File: src/rtl/mod2011_chunk_reducer_if.sv
// Operand, result and LUT-bank signals of the mod-2011 chunk reducer.
// master: the reducer itself; slave: operand source, result sink and residue bank.
interface mod2011_chunk_reducer_if #(
  parameter int IN_W    = 500,
  parameter int CHUNK_W = 6,
  parameter int RES_W   = 11,
  parameter int SEL_W   = 7
);
  logic               in_valid;
  logic               in_ready;
  logic [IN_W-1:0]    in_data;
  logic [SEL_W-1:0]   lut_sel;
  logic [CHUNK_W-1:0] lut_x;
  logic [RES_W-1:0]   lut_z;
  logic               out_valid;
  logic               out_ready;
  logic [RES_W-1:0]   out_res;
  logic               busy;
  logic               err;

  modport master (
    input  in_valid, in_data, lut_z, out_ready,
    output in_ready, lut_sel, lut_x, out_valid, out_res, busy, err
  );

  modport slave (
    output in_valid, in_data, lut_z, out_ready,
    input  in_ready, lut_sel, lut_x, out_valid, out_res, busy, err
  );
endinterface

File: src/rtl/mod2011_chunk_reducer.sv
// Reduces a wide unsigned operand modulo MOD, one CHUNK_W-bit chunk per cycle,
// using an external positional-residue bank and a single-subtract modular adder.
module mod2011_chunk_reducer #(
  parameter int IN_W    = 500,
  parameter int CHUNK_W = 6,
  parameter int RES_W   = 11,
  parameter int MOD     = 2011
) (
  input  logic clk,
  input  logic rst_n,
  mod2011_chunk_reducer_if.master bus
);
  localparam int NCHUNK = (IN_W + CHUNK_W - 1) / CHUNK_W;
  localparam int SEL_W  = $clog2(NCHUNK);
  localparam logic [RES_W:0]   MOD_V  = (RES_W+1)'(MOD);
  localparam logic [SEL_W-1:0] K_LAST = SEL_W'(NCHUNK - 1);

  typedef enum logic [1:0] {IDLE, RUN, DONE} state_t;

  state_t             state, state_nx;
  logic [IN_W-1:0]    opr;
  logic [SEL_W-1:0]   k;
  logic [RES_W-1:0]   acc;
  logic               err_q;
  logic [RES_W:0]     sum, sum_red;
  logic               take_in, take_out, last_chunk, z_bad;

  // Modular adder and handshake qualifiers
  always_comb begin
    sum        = {1'b0, acc} + {1'b0, bus.lut_z};
    sum_red    = (sum >= MOD_V) ? (sum - MOD_V) : sum;
    z_bad      = ({1'b0, bus.lut_z} >= MOD_V);
    take_in    = (state == IDLE) && bus.in_valid;
    take_out   = (state == DONE) && bus.out_ready;
    last_chunk = (k == K_LAST);
  end

  // State register
  always_ff @(posedge clk or negedge rst_n) begin
    if (!rst_n) state <= IDLE;
    else        state <= state_nx;
  end

  // Next-state logic
  always_comb begin
    state_nx = state;
    unique case (state)
      IDLE:    if (take_in)    state_nx = RUN;
      RUN:     if (last_chunk) state_nx = DONE;
      DONE:    if (take_out)   state_nx = IDLE;
      default: state_nx = IDLE;
    endcase
  end

  // Datapath: operand shifter, chunk index, accumulator, sticky error.
  // The operand is shifted right one chunk per cycle so the current chunk always
  // sits in the low bits; zero fill supplies the padding of the top chunk.
  always_ff @(posedge clk or negedge rst_n) begin
    if (!rst_n) begin
      opr   <= '0;
      k     <= '0;
      acc   <= '0;
      err_q <= 1'b0;
    end else if (take_in) begin
      opr   <= bus.in_data;
      k     <= '0;
      acc   <= '0;
      err_q <= 1'b0;
    end else if (state == RUN) begin
      opr <= opr >> CHUNK_W;
      k   <= last_chunk ? '0 : k + SEL_W'(1);
      acc <= sum_red[RES_W-1:0];
      if (z_bad) err_q <= 1'b1;
    end
  end

  // Outputs decoded from state; bank drive is zero outside RUN
  always_comb begin
    bus.in_ready  = (state == IDLE);
    bus.busy      = (state != IDLE);
    bus.out_valid = (state == DONE);
    bus.out_res   = (state == DONE) ? acc : '0;
    bus.lut_sel   = (state == RUN) ? k : '0;
    bus.lut_x     = (state == RUN) ? opr[CHUNK_W-1:0] : '0;
    bus.err       = err_q;
  end
endmodule

File: src/flat_wrapper.sv
// flat-port wrapper written by rule: the top's interface ports become plain ports
module mod2011_chunk_reducer_flat 
#(
  parameter int IN_W    = 500,
  parameter int CHUNK_W = 6,
  parameter int RES_W   = 11,
  parameter int MOD     = 2011
)
  (clk, rst_n, bus_in_valid, bus_in_data, bus_lut_z, bus_out_ready, bus_in_ready, bus_lut_sel, bus_lut_x, bus_out_valid, bus_out_res, bus_busy, bus_err);
  mod2011_chunk_reducer_if #(.IN_W(IN_W), .CHUNK_W(CHUNK_W), .RES_W(RES_W), .SEL_W(7)) bus_i ();
  input  logic clk;
  input  logic rst_n;
  input wire logic [$bits(bus_i.in_valid)-1:0] bus_in_valid;
  input wire logic [$bits(bus_i.in_data)-1:0] bus_in_data;
  input wire logic [$bits(bus_i.lut_z)-1:0] bus_lut_z;
  input wire logic [$bits(bus_i.out_ready)-1:0] bus_out_ready;
  output wire logic [$bits(bus_i.in_ready)-1:0] bus_in_ready;
  output wire logic [$bits(bus_i.lut_sel)-1:0] bus_lut_sel;
  output wire logic [$bits(bus_i.lut_x)-1:0] bus_lut_x;
  output wire logic [$bits(bus_i.out_valid)-1:0] bus_out_valid;
  output wire logic [$bits(bus_i.out_res)-1:0] bus_out_res;
  output wire logic [$bits(bus_i.busy)-1:0] bus_busy;
  output wire logic [$bits(bus_i.err)-1:0] bus_err;
  assign bus_i.in_valid = bus_in_valid;
  assign bus_i.in_data = bus_in_data;
  assign bus_i.lut_z = bus_lut_z;
  assign bus_i.out_ready = bus_out_ready;
  assign bus_in_ready = bus_i.in_ready;
  assign bus_lut_sel = bus_i.lut_sel;
  assign bus_lut_x = bus_i.lut_x;
  assign bus_out_valid = bus_i.out_valid;
  assign bus_out_res = bus_i.out_res;
  assign bus_busy = bus_i.busy;
  assign bus_err = bus_i.err;
  mod2011_chunk_reducer #(.IN_W(IN_W), .CHUNK_W(CHUNK_W), .RES_W(RES_W), .MOD(MOD)) u_core (.clk(clk), .rst_n(rst_n), .bus(bus_i));
endmodule
File: config.mk
export PLATFORM = sky130hd
export DESIGN_NAME = mod2011_chunk_reducer_flat
export DESIGN_NICKNAME = d
export VERILOG_FILES = /design/src/rtl/mod2011_chunk_reducer_if.sv /design/src/rtl/mod2011_chunk_reducer.sv /design/src/flat_wrapper.sv
export SDC_FILE = /design/constraint.sdc
export NUM_CORES = 1
export LEC_CHECK = 0
export CAP_MARGIN = 0
export CORE_MARGIN = 10
export CORE_UTILIZATION = 35
export DETAILED_ROUTE_END_ITERATION = 8
export SLEW_MARGIN = 5
export SYNTH_ARGS = -nofsm -noshare
export SYNTH_HDL_FRONTEND = slang
export SYNTH_SLANG_ARGS = --single-unit
File: constraint.sdc
create_clock -name clk -period 3.25 [get_ports clk]
set_input_delay 0.65 -clock clk [delete_from_list [all_inputs] [get_ports clk]]
set_output_delay 0.65 -clock clk [all_outputs]
set_load 0.02 [all_outputs]
==> run_results.csv <==
group,metric,value,unit
setup_path,slowest_delay,0.52,ns
detailed_routing,routedWlPerCell,18.5,um
detailed_routing,vias,22200,
setup_path,cp_slowest_cell,"or4_1",
floorplanning,io_pins,543,
sta,finalSetupViolCount,0,
setup_path,crit_required,3.73,ns
setup_path,cpMostUsedCell,"and3_4",
setup_path,crit_type,"flop to flop",
synthesis,synthFlopType,"dfrtp_1",
pwr,power.leakage,14.4,nW
global_routing,grt_pass1_vias,21700,
setup_path,path_buf_inv,1,
setup_path,r2r_start,"u_core.acc[0]$_DFFE_PN0P_",
synthesis,synth_cell_type_count,62,
floorplanning,coreArea,0.0683,mm^2
setup_path,cp_top_family,"simple AND/OR/NAND/NOR gates",
final_layout,finalNonFillerCells,4358,
synthesis,syn_area,0.0241,mm^2
pwr,p_sw,0.00864,W
detailed_routing,routed_via_density,5.10,
synthesis,synth_nets,3465,
final_layout,drive_gt1_share,6.47,%
global_routing,grt_pass1_wl,125,mm
run,maxCapViolations,0,
pwr,clock_power_share,25.4,%
sta,fin_worst_skew,0.0285,ns
cts,tritoncts,"yes",
floorplanning,fp.dieH,282,um
sta,finalCriticalPeriod,3.06,ns
synthesis,yosysTopAreaCell,"dfrtp_1",
synthesis,synth_async_sr_flop_share,100,%
cts,clkSinkCount,521,
final_layout,final_common_cell,"nand2_1",
sta,slew_viol_final,0,
detailed_routing,drt_iter0_drc,1939,
synthesis,postSynthCellCount,2936,
placed_design,dp_cells,4234,
global_routing,grt_overflow_total,0,
setup_path,startpoint,"u_core.acc[0]$_DFFE_PN0P_",
cts,clockBufferDepth,3,
min_path,worst_hold_path.num_cells,2,
pwr,p_int,0.0175,W
final_layout,utilization,48.1,%
sta,worst_pin_slew,1.01,ns
min_path,hold_start,"u_core.opr[413]$_DFFE_PN0P_",
setup_path,r2r_setup_slack,0.19,ns
placed_design,hpwlAfterDp,56.5,mm
setup_path,start_kind,"flop",
sta,holdWs,0.475,ns
final_layout,nets,3945,
detailed_routing,drt_first_pass_iters,5,
pwr,p_comb_share,30.8,%
floorplanning,initial_core_util,35.2,%
synthesis,seq_area_frac_synth,54.2,%
setup_path,rr_worst_depth,10,
synthesis,synth.ff_latch_count,521,
detailed_routing,drc,0,
sta,tns,0,ns
setup_path,cp_max_fo,4,
cts,clk_pin_slew,0.07,ns
placed_design,place_congestion,0.831,
detailed_routing,finalWirelength,80.7,mm
global_routing,grt_max_degree,143,
setup_path,critical_path.cell_chain,"ha_2 > fa_2 > a211o_1 > and3_4 > or4_1 > and3_4 > o41ai_4 > buf_4 > nand2_1 > a221o_1",
setup_path,r2r-end,"u_core.acc[6]$_DFFE_PN0P_",
sta,fmax,327,MHz
synthesis,synth_edf_count,0,
final_layout,n_fill_cell,6713,
global_routing,grt_usage,19.6,%
pwr,power_density,794,mW/mm^2
pwr,switching_share,33.1,%
sta,final_hold_viol_count,0,
sta,maxSlewHeadroom,32.7,%
floorplanning,die_w,282,um
placed_design,io_buffers,542,
sta,rsz0062_at_grt,"no",
cts,htreeDepth,2,
pwr,p_seq_share,43.8,%
setup_path,arrival,3.54,ns
synthesis,synth_top_area_share,54.2,%
final_layout,syn2layout_area_growth,36.6,%
cts,cts_root_buf,"clkbuf_16",
pwr,ir_worst_vdd,451,uV
final_layout,most-common-layout-cells,"nand2_1 (1,017), clkdlybuf4s50_1 (539), dfrtp_1 (521)",
cts,clock_latency,0.61,ns
synthesis,avgSynthCellArea,8.20,um^2
synthesis,synth_area_leaders,"dfrtp_1 (54%), nand2_1 (16%), a31oi_1 (12%)",
sta,post-route-period-util,94.1,%
synthesis,yosys_warnings,0,
detailed_routing,ant_nets,0,
floorplanning,die_area,0.0797,mm^2
min_path,worstHoldEndpoint,"u_core.opr[413]$_DFFE_PN0P_",
min_path,min_path_type,"flop to flop",
setup_path,end_kind,"flop",
status,status,"finished, final reports clean",
floorplanning,num_rows,96,
cts,cts_made_buffers,57,
global_routing,antenna_found_initial,34,
-- worst max-delay path by stage --
stage / slack [ns] / endpoint / cells after the start
after floorplan: -0.05 / u_core.acc[6]$_DFFE_PN0P_ / 9
after global routing: 0.02 / u_core.acc[5]$_DFFE_PN0P_ / 10
final: 0.19 / u_core.acc[6]$_DFFE_PN0P_ / 10
after detailed placement: -0.68 / u_core.acc[6]$_DFFE_PN0P_ / 10
after global placement: -0.66 / u_core.acc[6]$_DFFE_PN0P_ / 10
after CTS: 0.03 / bus_lut_sel[6] / 3
-- logic make-up after synthesis --
group / Yosys count / share of synthesized area, %
buffers and inverters: 236 / 3.76
xor gates and xnor gates: 4 / 0.177
AOI/OAI and AO/OA: 573 / 15.5
adders and majority gates: 14 / 0.759
DFF: 521 / 54.2
and+or+nand+nor: 1588 / 25.7
-- through the flow --
step	worst slack (ns)	power (W)	area, um^2
floorplan	-0.0468	0.0162	24100
CTS	0.0333	0.0263	32800
finish	0.192	0.0261	32900
global route	0.0189	0.0280	32900
detailed placement	-0.684	0.0195	30900
global placement	-0.665	0.0194	30900
-- flip-flops by register name, indices dropped and copies added, names as in the netlist --
name            count
u_core.state        2
u_core.opr        500
u_core.bus.err      1
u_core.k            7
u_core.acc         11
-- layer usage --
| layer | routed length (um) | up-vias | GRT usage [%] |
|---|---|---|---|
| met5 | 308 | - | 0 |
| met2 | 37300 | 575 | 30.9 |
| met3 | 6210 | 123 | 5.83 |
| met4 | 1370 | 46 | 4.62 |
| li1 | - | 10900 | - |
| met1 | 35600 | 10600 | 26.2 |
-- power by group through the flow --
stage | logic (W) | clock network (W) | registers, W
after CTS | 0.00814 | 0.00679 | 0.0114
after global routing | 0.00915 | 0.00706 | 0.0118
after floorplan | 0.00531 | 0 | 0.0109
after detailed placement | 0.00808 | 0 | 0.0115
after global placement | 0.00793 | 0 | 0.0115
final | 0.00804 | 0.00663 | 0.0114
-- worst reg2reg max path, stage by stage, from the launching register on --
cell     delay, ns
dfrtp_1       0.39
ha_2          0.19
fa_2          0.34
a211o_1       0.32
and3_4        0.18
or4_1         0.52
and3_4        0.19
o41ai_4       0.27
buf_4         0.19
nand2_1       0.05
a221o_1       0.30
-- layout make-up --
class / count / area (um^2) / area share, %
multi-input cells: 2180 / 10200 / 31.0
flip-flops and latches: 521 / 13000 / 39.7
repair buffers: 651 / 6580 / 20.0
inverters: 5 / 18.8 / 0.0571
well taps: 882 / 1100 / 3.36
clock inverters: 18 / 210 / 0.639
clock buffers: 85 / 1690 / 5.15
diodes: 16 / 40.0 / 0.122
-- cell usage after synthesis (8+ instances only) --
cell      number
dfrtp_1      521
nand3_1        9
a31oi_1      477
clkbuf_1     206
a22oi_1       21
and2_1        26
nor2_1       489
ha_1          13
buf_1         21
nand2_1     1018
o21ai_0       23
a21oi_1        8
-- what timing repair did --
action	CTS	global route
resized for setup	3	2
gates cloned	0	1
pin swaps	2	2
setup buffers	2	1
endpoints found under the hold margin	7	0
setup endpoints to repair	5	12
hold buffers	1	0
Note: power is estimated with default switching activity, not from simulation.
